--- src/rtl/cfg_loader.sv ---
// rtl/cfg_loader.sv - serial configuration chain loader with fabric enable gating
//
// Takes paired A/B configuration words from a host valid/ready stream and
// shifts them MSB-first onto two serial chains. fabric_en rises only after a
// complete load and drops again when the next load starts.
//
// Ports:
//   clk, rst            - clock, synchronous active-high reset
//   start               - begin a load (only acted on while idle)
//   s_dataA/B, s_valid  - host words for chain A/B and their valid strobe
//   s_ready             - loader takes a word this cycle (decoded from state)
//   chain_dataA/B       - serial chain data, valid while chain_en is high
//   chain_en            - chain shift enable
//   fabric_en           - fabric run enable, high only on a fully loaded config
//   busy                - load in progress
//   done                - one-cycle pulse at the end of a load
module cfg_loader #(
  parameter int CHAIN_LEN = 20,
  parameter int WORD_W    = 8
) (
  input  logic              clk,
  input  logic              rst,
  input  logic              start,
  input  logic [WORD_W-1:0] s_dataA,
  input  logic [WORD_W-1:0] s_dataB,
  input  logic              s_valid,
  output logic              s_ready,
  output logic              chain_dataA,
  output logic              chain_dataB,
  output logic              chain_en,
  output logic              fabric_en,
  output logic              busy,
  output logic              done
);

  localparam int NWORDS    = (CHAIN_LEN + WORD_W - 1) / WORD_W;
  localparam int LAST_BITS = CHAIN_LEN - (NWORDS - 1) * WORD_W;
  localparam int WC_W      = $clog2(NWORDS + 1);
  localparam int BC_W      = $clog2(WORD_W + 1);

  typedef enum logic [1:0] {IDLE, LOAD, SHIFT, DONE} state_t;

  state_t            state;
  state_t            state_nxt;
  logic [WC_W-1:0]   word_cnt;
  logic [BC_W-1:0]   bit_cnt;
  logic [WORD_W-1:0] shA;
  logic [WORD_W-1:0] shB;

  always_ff @(posedge clk) begin
    if (rst) state <= IDLE;
    else     state <= state_nxt;
  end

  // bit_cnt counts the bits still to present, including the one currently on
  // the chain, so a value of 1 marks the final shift cycle of a word.
  always_comb begin
    state_nxt = state;
    case (state)
      IDLE:  if (start) state_nxt = LOAD;
      LOAD:  if (s_valid) state_nxt = SHIFT;
      SHIFT: if (bit_cnt == BC_W'(1))
               state_nxt = (word_cnt == WC_W'(NWORDS)) ? DONE : LOAD;
      DONE:  state_nxt = IDLE;
      default: state_nxt = IDLE;
    endcase
  end

  assign s_ready = (state == LOAD);

  // The chain outputs are registered, so the bit for the first shift cycle is
  // loaded straight from the host word; shA/shB keep only the bits after it.
  always_ff @(posedge clk) begin
    if (rst) begin
      word_cnt    <= '0;
      bit_cnt     <= '0;
      shA         <= '0;
      shB         <= '0;
      chain_dataA <= 1'b0;
      chain_dataB <= 1'b0;
      chain_en    <= 1'b0;
      fabric_en   <= 1'b0;
      busy        <= 1'b0;
      done        <= 1'b0;
    end else begin
      busy <= (state_nxt != IDLE);
      done <= (state_nxt == DONE);
      case (state)
        IDLE: begin
          word_cnt <= '0;
          if (start) fabric_en <= 1'b0;
        end
        LOAD: begin
          if (s_valid) begin
            chain_dataA <= s_dataA[WORD_W-1];
            chain_dataB <= s_dataB[WORD_W-1];
            chain_en    <= 1'b1;
            shA         <= s_dataA << 1;
            shB         <= s_dataB << 1;
            bit_cnt     <= (word_cnt == WC_W'(NWORDS - 1)) ? BC_W'(LAST_BITS)
                                                           : BC_W'(WORD_W);
            word_cnt    <= word_cnt + WC_W'(1);
          end
        end
        SHIFT: begin
          if (bit_cnt == BC_W'(1)) begin
            chain_en    <= 1'b0;
            chain_dataA <= 1'b0;
            chain_dataB <= 1'b0;
          end else begin
            chain_dataA <= shA[WORD_W-1];
            chain_dataB <= shB[WORD_W-1];
            shA         <= shA << 1;
            shB         <= shB << 1;
            bit_cnt     <= bit_cnt - BC_W'(1);
          end
        end
        DONE: fabric_en <= 1'b1;
        default: ;
      endcase
    end
  end

endmodule

--- config.mk ---
export PLATFORM = sky130hd
export DESIGN_NAME = cfg_loader
export DESIGN_NICKNAME = d
export VERILOG_FILES = /design/src/rtl/cfg_loader.sv
export SDC_FILE = /design/constraint.sdc
export NUM_CORES = 1
export LEC_CHECK = 0
export ABC_AREA = 1
export CORE_UTILIZATION = 35
export DETAILED_ROUTE_END_ITERATION = 7
export GPL_TIMING_DRIVEN = 0
export SLEW_MARGIN = 40
export SYNTH_ARGS = -nofsm -noshare
export SYNTH_HDL_FRONTEND = slang
export SYNTH_SLANG_ARGS = --single-unit
--- constraint.sdc ---
create_clock -name clk -period 3.4 [get_ports clk]
set_input_delay 1.02 -clock clk [delete_from_list [all_inputs] [get_ports clk]]
set_output_delay 1.02 -clock clk [all_outputs]
set_load 0.01 [all_outputs]
==> summary.txt <==
Place
  • Buffers added on ports: 25
  • Placer Congestion: 0.7943
  • Post-Place Cells: 264
  • Final HPWL from detailed placement: 2120 um

Critical path
  • Maximum net fanout on the critical path: 5
  • Largest incremental delay on the critical path: 0.52 ns
  • WP data required: 2.38 ns
  • Buf/Inv on CP: 2
  • Worst flop-to-flop path endpoint: shA[7]
  • Crit-path leading delay family: buffers and inverters
  • Cells traversed along the worst timing path: nand2_4, inv_1, clkdlybuf4s50_1
  • Critical path endpoint category: output pin
  • Critical path launch point type: flop
  • R2r startpoint: bit_cnt[1]
  • Worst Reg2Reg Path Length in Cells: 9
  • Arrival time of the worst setup path: 1.46 ns
  • Slowest cell on crit path: sky130_fd_sc_hd__clkdlybuf4s50_1
  • Worst Path Class, Setup: flop to output pin
  • Worst setup slack for register-to-register paths: 1.95 ns

CTS
  • TritonCTS clock tree: yes
  • Total clock buffers created by CTS: 3
  • Post-cts repair resize count: 0
  • Register clock-pin slew on the reported worst setup and hold paths: 0.09 ns
  • Clock sink count: 28
  • Number of hold buffers added after CTS: 0
  • Clock latency at the later pin of the worst-skew pair: 0.27 ns
  • CTS root buffer: sky130_fd_sc_hd__clkbuf_8
  • Post-CTS setup buffers: 0
  • Max Buffers Root-to-Sink: 2
  • H-tree depth: 1

STA
  • Final-report hold violation count: 0
  • Highest achievable clock rate: 0.4029 GHz
  • Final worst path period need: 2.482 ns
  • RSZ-0062 raised after global routing: no
  • Max-slew violation count: 0
  • Max transition margin: 74.00%
  • Final count of negative-setup-slack endpoints: 0
  • Worst slew pin tran: 0.3900 ns
  • Layout Skew: 0.003843 ns
  • Period utilisation layout: 72.99%
  • Fin Setup TNS: 0 ns

Yosys
  • Portion of the post-synthesis area used by sequential elements: 39.86%
  • Post-synthesis net count: 215
  • Flip-flop and latch count after synthesis: 28
  • Combined area of all synthesized cells: 1406 sq um
  • Asr flop ratio synth: 0%
  • Average instance area after synthesis: 7.363 sq um
  • Post-synthesis cell type count: 26
  • Gate count of the mapped netlist: 191
  • Syn. warnings: 0
  • Flip-flop cell with the highest count after synthesis: sky130_fd_sc_hd__dfxtp_1
  • Post-synth EDFFs: 0

Floorplan
  • Row cnt: 22
  • CORE AREA: 3744 sq um
  • Die W: 65.39 um
  • Ports placed on the boundary: 27
  • Effective utilization at floorplan: 37.57%
  • Area of the die: 4276 sq um
  • Chip height: 65.39 um

Finish
  • Leading cell types in the layout, fill and taps excluded: sky130_fd_sc_hd__nand2_1, sky130_fd_sc_hd__dfxtp_1, sky130_fd_sc_hd__clkdlybuf4s50_1, sky130_fd_sc_hd__nor2_1, sky130_fd_sc_hd__inv_1
  • Sequential standard cell area: 560.5 sq um
  • Layout Area Growth over Synthesis: 25.00%
  • Combined area of the multi-input logic cells: 703.2 sq um
  • Most frequent standard cell in the layout excluding fill and tap cells: sky130_fd_sc_hd__nand2_1
  • Non-filler cells, final: 267
  • Share of final-layout standard cells stronger than drive strength 1: 14.16%
  • Layout net count: 245
  • Number of fillers in the final layout: 413
  • Number of diodes added for antenna fixing: 0

GRT
  • Number of antenna violations at the first check in global routing: 0
  • Leftover overflow at the end of global routing: 0
  • Met3 capacity usage during global routing: 2.083%
  • Global-route wire length before repair: 5188 um
  • Pin count of the biggest net entering global routing: 15
  • Global routing's busiest layer: met2
  • Met2 track utilization from global routing: 24.36%
  • Via count of the first global-routing pass: 1,131
  • Total GRT Usage: 15.83%
  • Met1 routing resource usage after global routing: 22.09%

Route
  • Number of routed nets with antenna violations: 0
  • Count of TritonRoute iterations in the first routing pass: 4
  • Via count: 1,173
  • Post-detailed-route DRC marker count: 0
  • Detailed Route Iter0 Violations: 63
  • Total detailed-routing wirelength: 2917 um
  • Detailed-route vias per instance: 4.393
  • Average wire length per cell after detail routing: 10.93 um

Power
  • Power density of the placed cells: 403.9 nW/um^2
  • Standby leakage power: 0.0007774 uW
  • Worst vdd ir: 0.0002264 V

Worst hold path
  • Type of the most critical hold path: flop to flop
  • Startpoint of the most critical hold path: fabric_en
  • Hold Crit Depth: 2
  • Min-Delay Endpoint: fabric_en

Status
  • Outcome: completed

Flow run
  • Max Cap Violations: 0
## synthesized netlist by cell type (2+ instances only)
cell type                  n  area, sq um
sky130_fd_sc_hd__nand3_1   3        15.01
sky130_fd_sc_hd__nor2_1   24        90.09
sky130_fd_sc_hd__nand2_4   2        22.52
sky130_fd_sc_hd__nor2_2   11        68.82
sky130_fd_sc_hd__a21oi_1  10        50.05
sky130_fd_sc_hd__inv_1    13        48.80
sky130_fd_sc_hd__dfxtp_1  28        560.5
sky130_fd_sc_hd__buf_2     2        10.01
sky130_fd_sc_hd__buf_4     2        15.01
sky130_fd_sc_hd__nand2_1  55        206.5
sky130_fd_sc_hd__inv_2     2        7.510
sky130_fd_sc_hd__o21ai_1  11        55.05
sky130_fd_sc_hd__o21ai_0  11        55.05
sky130_fd_sc_hd__buf_12    2        40.04
sky130_fd_sc_hd__ha_1      4        50.05
## metrics by stage
step / util, % / setup slack [ns] / hold WS (ns) / instance area, sq um / total power [uW]
finish: 46.96 / 0.9182 / 0.4634 / 1758 / 710.0
global route: 46.96 / 0.8400 / 0.5070 / 1758 / 755.9
CTS: 46.96 / 0.9022 / 0.4712 / 1758 / 717.7
detailed placement: 45.86 / 1.013 / 0.4575 / 1717 / 542.1
global placement: 45.86 / 1.015 / 0.4488 / 1717 / 541.1
floorplan: - / 1.594 / 0.4370 / 1406 / 484.7
## worst max-delay path by stage
stage             start  endpoint  depth (start not counted)  slack (ns)
2_1_floorplan       rst    shA[2]                          5        1.59
3_3_place_gp    s_valid    shB[3]                          9        1.01
3_5_place_dp    s_valid    shB[7]                          9        1.01
4_1_cts        state[0]   s_ready                          3        0.90
5_1_grt        state[0]   s_ready                          3        0.84
6_report       state[0]   s_ready                          3        0.92
## flip-flops by register name, indices dropped and copies added (netlist names), 2 cells and up
name,flops
word_cnt,2
shA,7
bit_cnt,4
state,2
shB,7
## worst reg2reg max path, cell delays in order, from the launching register on
cell and delay, ns:
sky130_fd_sc_hd__dfxtp_1 0.38, sky130_fd_sc_hd__inv_1 0.08, sky130_fd_sc_hd__ha_1 0.17, sky130_fd_sc_hd__nand2_1 0.18
sky130_fd_sc_hd__nand2_4 0.10, sky130_fd_sc_hd__nand2_8 0.12, sky130_fd_sc_hd__inv_8 0.06, sky130_fd_sc_hd__buf_12 0.14
sky130_fd_sc_hd__nor2_2 0.08, sky130_fd_sc_hd__nor2_1 0.05
## power by group
group	internal [uW]	total [uW]	switching, uW
clock	79.5	177	97.4
sequential	355	373	17.2
combinational	76.2	160	84.3
## cell families after synthesis
family                   Yosys count  share of synthesized area [%]
adder cells (fa/ha/maj)            4                          3.559
AND/OR/NAND/NOR                  100                          33.36
XOR/XNOR                           1                         0.6229
AO/OA/AOI/OAI                     34                          12.46
flip-flops                        28                          39.86
buffers and inverters             24                          10.14
## area by class of cell
type	count	share of cell area (%)
clock buffer	3	2.349
inverter	17	4.199
tap	48	3.416
timing repair buffer	25	14.23
multi-input combinational	139	40.00
buffer	7	3.915
sequential	28	31.89
## layer usage
metal | vias to the layer above | routed length, um
li1 | 656 | -
met1 | 500 | 1590
met2 | 12 | 1222
met3 | 5 | 55
met4 | 0 | 48
met5 | - | 0
Note: power is estimated with default switching activity, not from simulation.
